<file path="config.mk">
export PLATFORM = sky130hd
export DESIGN_NAME = seq_divider
export DESIGN_NICKNAME = d
export VERILOG_FILES = /design/src/rtl/div_pkg.sv /design/src/rtl/div_step.sv /design/src/rtl/seq_divider.sv
export SDC_FILE = /design/constraint.sdc
export NUM_CORES = 1
export LEC_CHECK = 0
export CAP_MARGIN = 20
export CORE_MARGIN = 5
export CORE_UTILIZATION = 40
export DETAILED_ROUTE_END_ITERATION = 8
export DONT_BUFFER_PORTS = 1
export HOLD_SLACK_MARGIN = 0.12
export PLACE_DENSITY = 0.64
export RECOVER_POWER = 50
export SETUP_SLACK_MARGIN = 0.5
export SLEW_MARGIN = 20
export SYNTH_ARGS = -nofsm -noshare
export SYNTH_HDL_FRONTEND = slang
export SYNTH_SLANG_ARGS = --single-unit
export TNS_END_PERCENT = 30
</file>
<file path="constraint.sdc">
create_clock -name clk -period 2.5 [get_ports clk]
set_input_delay 0.375 -clock clk [delete_from_list [all_inputs] [get_ports clk]]
set_output_delay 0.375 -clock clk [all_outputs]
set_load 0.1 [all_outputs]
</file>
<file path="src/rtl/div_pkg.sv">
`default_nettype none
// ============================================================================
// Module  : div_pkg
// Brief   : Shared state encoding and default width for the sequential divider.
// Revision: 1.0
// ============================================================================
package div_pkg;

    localparam int DIV_W = 4;

    localparam logic [1:0] S_IDLE = 2'd0;
    localparam logic [1:0] S_CALC = 2'd1;
    localparam logic [1:0] S_DONE = 2'd2;

endpackage
`default_nettype wire

</file>
<file path="src/rtl/div_step.sv">
`default_nettype none
// ============================================================================
// Module  : div_step
// Brief   : One restoring-division iteration: shift, compare, conditional subtract.
// Revision: 1.0
// ============================================================================
module div_step #(
    parameter int WIDTH = 4
) (
    input  logic [WIDTH-1:0] rem,
    input  logic [WIDTH-1:0] dq,
    input  logic [WIDTH-1:0] div,
    output logic [WIDTH-1:0] rem_nxt,
    output logic [WIDTH-1:0] dq_nxt
);

    logic [WIDTH:0] w_rs;
    logic           w_ge;

    always_comb begin
        w_rs = {rem, dq[WIDTH-1]};
        w_ge = (w_rs >= {1'b0, div});
        // When w_ge holds, rs < 2*div, so the difference always fits in WIDTH bits
        rem_nxt = w_ge ? WIDTH'(w_rs - {1'b0, div}) : w_rs[WIDTH-1:0];
        dq_nxt  = (dq << 1) | WIDTH'(w_ge);
    end

endmodule
`default_nettype wire

</file>
<file path="src/rtl/seq_divider.sv">
`default_nettype none
// ============================================================================
// Module  : seq_divider
// Brief   : Multi-cycle unsigned restoring divider, one quotient bit per clock.
// Revision: 1.0
// ============================================================================
module seq_divider
    import div_pkg::*;
#(
    parameter int WIDTH = DIV_W
) (
    input  logic             clk,
    input  logic             rst,
    input  logic             start,
    input  logic [WIDTH-1:0] A,
    input  logic [WIDTH-1:0] B,
    output logic [WIDTH-1:0] Q,
    output logic [WIDTH-1:0] R,
    output logic             busy,
    output logic             done,
    output logic             div_zero
);

    localparam int CNT_W = $clog2(WIDTH + 1);

    logic [1:0]       state_q,    state_d;
    logic [CNT_W-1:0] cnt_q,      cnt_d;
    logic [WIDTH-1:0] rem_q,      rem_d;
    logic [WIDTH-1:0] dq_q,       dq_d;
    logic [WIDTH-1:0] div_q,      div_d;
    logic [WIDTH-1:0] q_q,        q_d;
    logic [WIDTH-1:0] r_q,        r_d;
    logic             div_zero_q, div_zero_d;
    logic             busy_q,     busy_d;
    logic             done_q,     done_d;

    logic [WIDTH-1:0] w_rem_nxt;
    logic [WIDTH-1:0] w_dq_nxt;

    div_step #(
        .WIDTH (WIDTH)
    ) u_step (
        .rem     (rem_q),
        .dq      (dq_q),
        .div     (div_q),
        .rem_nxt (w_rem_nxt),
        .dq_nxt  (w_dq_nxt)
    );

    always_comb begin
        state_d    = state_q;
        cnt_d      = cnt_q;
        rem_d      = rem_q;
        dq_d       = dq_q;
        div_d      = div_q;
        q_d        = q_q;
        r_d        = r_q;
        div_zero_d = div_zero_q;

        case (state_q)
            S_IDLE, S_DONE: begin
                if (start) begin
                    dq_d  = A;
                    div_d = B;
                    rem_d = '0;
                    cnt_d = CNT_W'(WIDTH);
                    // Zero divisor resolves immediately with the conventional result
                    if (B == '0) begin
                        state_d    = S_DONE;
                        q_d        = '1;
                        r_d        = A;
                        div_zero_d = 1'b1;
                    end else begin
                        state_d = S_CALC;
                    end
                end else begin
                    state_d = S_IDLE;
                end
            end
            S_CALC: begin
                rem_d = w_rem_nxt;
                dq_d  = w_dq_nxt;
                cnt_d = cnt_q - CNT_W'(1);
                if (cnt_q == CNT_W'(1)) begin
                    q_d        = w_dq_nxt;
                    r_d        = w_rem_nxt;
                    div_zero_d = 1'b0;
                    state_d    = S_DONE;
                end
            end
            default: state_d = S_IDLE;
        endcase

        busy_d = (state_d == S_CALC);
        done_d = (state_d == S_DONE);
    end

    always_ff @(posedge clk) begin
        if (rst) begin
            state_q    <= S_IDLE;
            cnt_q      <= '0;
            rem_q      <= '0;
            dq_q       <= '0;
            div_q      <= '0;
            q_q        <= '0;
            r_q        <= '0;
            div_zero_q <= 1'b0;
            busy_q     <= 1'b0;
            done_q     <= 1'b0;
        end else begin
            state_q    <= state_d;
            cnt_q      <= cnt_d;
            rem_q      <= rem_d;
            dq_q       <= dq_d;
            div_q      <= div_d;
            q_q        <= q_d;
            r_q        <= r_d;
            div_zero_q <= div_zero_d;
            busy_q     <= busy_d;
            done_q     <= done_d;
        end
    end

    assign Q        = q_q;
    assign R        = r_q;
    assign div_zero = div_zero_q;
    assign busy     = busy_q;
    assign done     = done_q;

endmodule
`default_nettype wire

</file>
==> impl_metrics.env <==
export IMPL_status="complete, no violations"
export IMPL_routabilityCongestion=0.9426
export IMPL_cpLargestDelayFamily="buffers and inverters"
export IMPL_first_pass_iters=6
export IMPL_rsz0062_at_grt="true"
export IMPL_fin_skew_ns=0.004368
export IMPL_path_cells="clkbuf_1"
export IMPL_grt_max_degree=29
export IMPL_num_antenna_cells=0
export IMPL_track_usage=0.1374
export IMPL_clock_sinks=28
export IMPL_synthArstFlopShare=0
export IMPL_fin_crit_ns=1.973
export IMPL_start_util=0.4144
export IMPL_mostFrequentLayoutCell="dfxtp_1"
export IMPL_hold_viol=0
export IMPL_clk_path_buf_depth=2
export IMPL_slew_viol_final=0
export IMPL_power_density_nw_per_um2=653.7
export IMPL_antenna_found_initial=0
export IMPL_instances_no_fill=212
export IMPL_hp_class="primary input to flip-flop"
export IMPL_yosysUniqueCellTypes=36
export IMPL_seqCellArea_um2=560.5
export IMPL_cts_setup_buffers=0
export IMPL_fp_dieArea_um2=4765
export IMPL_cts_tree="built"
export IMPL_viasPerCell=5.476
export IMPL_drt_iter0_drc=68
export IMPL_via_count=1161
export IMPL_max_stage_delay_ns=0.88
export IMPL_clock_root_buffer="clkbuf_4"
export IMPL_final_setup_tns_ns=0
export IMPL_period_share=0.7893
export IMPL_hpwl_mm=2.421
export IMPL_fp_coreArea_um2=3363
export IMPL_setup_viol=0
export IMPL_wl_per_cell_um=14.41
export IMPL_cpMaxStageDelayCell="clkbuf_1"
export IMPL_required_ns=2.12
export IMPL_synth_nets=176
export IMPL_ios=22
export IMPL_start_kind="flip-flop"
export IMPL_max_freq_mhz=506.8
export IMPL_insertion_delay_ns=0.33
export IMPL_grt_pass1_wl_mm=5.485
export IMPL_ir_drop_mv=0.3913
export IMPL_overflow=0
export IMPL_dieHeight_um=69.03
export IMPL_drc=0
export IMPL_port_buffers=0
export IMPL_p_leak_nw=0.5166
export IMPL_cts_reportedPaths_clkPinSlew_ns=0.14
export IMPL_ant_nets=0
export IMPL_h_tree_depth=1
export IMPL_fin_nets=185
export IMPL_crit_buf_inv=1
export IMPL_crit_fanout=2
export IMPL_dp_cells=207
export IMPL_cts_made_buffers=3
export IMPL_syn_mean_instance_area_um2=8.822
export IMPL_final_cell_mix="28 x dfxtp_1, 23 x nor2_1, 21 x nand2_1, 13 x a21oi_1, 11 x clkbuf_1"
export IMPL_relSlewSlack=0.1933
export IMPL_end_kind="output port"
export IMPL_ys_seq_area_frac=0.4022
export IMPL_synth_flop_cell="dfxtp_1"
export IMPL_fill_cells=380
export IMPL_synth_edff_count=0
export IMPL_syn_instance_count=158
export IMPL_tightest_slew_ns=1.210
export IMPL_multi_input_area_um2=768.2
export IMPL_grt_pass1_vias=1190
export IMPL_arrival_ns=1.60
export IMPL_drive_above_1_share=0.1145
export IMPL_core_rowCount=21
export IMPL_area_growth_synth_to_final_pct=7.810
export IMPL_synth_seq_cells=28
export IMPL_die_w_um=69.03
export IMPL_critical_path_class="flip-flop to output port"
export IMPL_ys_warn_count=0
export IMPL_max_cap_violations=0
export IMPL_wl_mm=3.054
export IMPL_synth_area_um2=1394
[cell type report]
type | instances | share of cell area
Timing Repair Buffer | 13 | 0.03580
Sequential cell | 28 | 0.3730
Tap cell | 46 | 0.03830
Inverter | 7 | 0.01749
Multi-Input combinational cell | 114 | 0.5112
Clock buffer | 4 | 0.02415
[synth_stat cells, types with 3 or more instances]
cell type  instances  share of area
o211ai_1           4          0.022
a311oi_1           8          0.050
inv_1              7          0.019
a311oi_2           3          0.032
nand2b_1           5          0.022
a31oi_1            3          0.013
nor2_1            23          0.062
a211oi_2           3          0.027
nor2_2             3          0.013
nand2_1           21          0.057
clkbuf_1           7          0.019
ha_1               6          0.054
a21oi_1           13          0.047
dfxtp_1           28           0.40
[kinds of logic (layout without fill, tap and decap cells)]
group                    count (synthesis)  after routing  synth area share
AND/OR/NAND/NOR                         61             61            0.1984
AO/OA/AOI/OAI                           45             45            0.2765
flip-flops                              28             28            0.4022
buffers and inverters                   16             24           0.04848
adder cells (fa/ha/maj)                  7              7           0.06822
XOR/XNOR                                 1              1          0.006285
[layer usage]
layer	GRT usage	wire length [µm]	share of wire
met5	0	0	0
met4	0.04338	53	0.017
met3	0.03779	106	0.035
met2	0.2383	1559	0.51
met1	0.1632	1335	0.44
[per-stage QoR]
step | utilization | instance area [µm²] | setup WS, ns | hold slack [ns] | power, mW
global route | 0.4468 | 1503 | 0.4657 | 0.1439 | 1.044
detailed placement | 0.4461 | 1500 | 0.5821 | 0.4442 | 0.7720
finish | 0.4468 | 1503 | 0.5267 | 0.1656 | 0.9824
floorplan | - | 1394 | 0.7388 | 0.4363 | 0.7254
CTS | 0.4598 | 1546 | 0.5471 | 0.1561 | 0.9952
global placement | 0.4461 | 1500 | 0.6563 | 0.4435 | 0.7609
[sequential cells by signal, summed over array words and instances, names as in the netlist, 2 cells and up]
name	cells
Q	4
R	4
cnt_q	3
div_q	4
dq_q	4
rem_q	4
state_q	2
[timing repair]
action / CTS / global route
gates resized for setup: 0 / 1
hold buffers: 1 / 0
setup endpoints to repair: 0 / 5
hold endpoints to repair: 28 / 0
[worst reg2reg max path, stage by stage, from the launching register on]
cell	delay (ns)
dfxtp_1	0.39
inv_1	0.06
ha_1	0.30
nand2b_1	0.22
a2111oi_4	0.43
o211ai_1	0.20
a311oi_2	0.26
[final timing paths]
path         startpoint        to  slack [ns]  cells after the start
min                B[3]  div_q[3]        0.17                      2
min reg2reg    div_q[3]  div_q[3]        0.47                      2
max                R[0]      R[0]        0.53                      1
max reg2reg     dq_q[3]      R[2]        0.58                      6
[power breakdown]
group          switching, mW  internal, mW  total (mW)  leakage, nW
clock network          0.129        0.0893       0.219       0.0210
logic                  0.187        0.0779       0.265        0.266
registers             0.0205         0.478       0.499        0.229
total                  0.337         0.646       0.982        0.517
No activity file was read; power rests on OpenSTA's default activity.
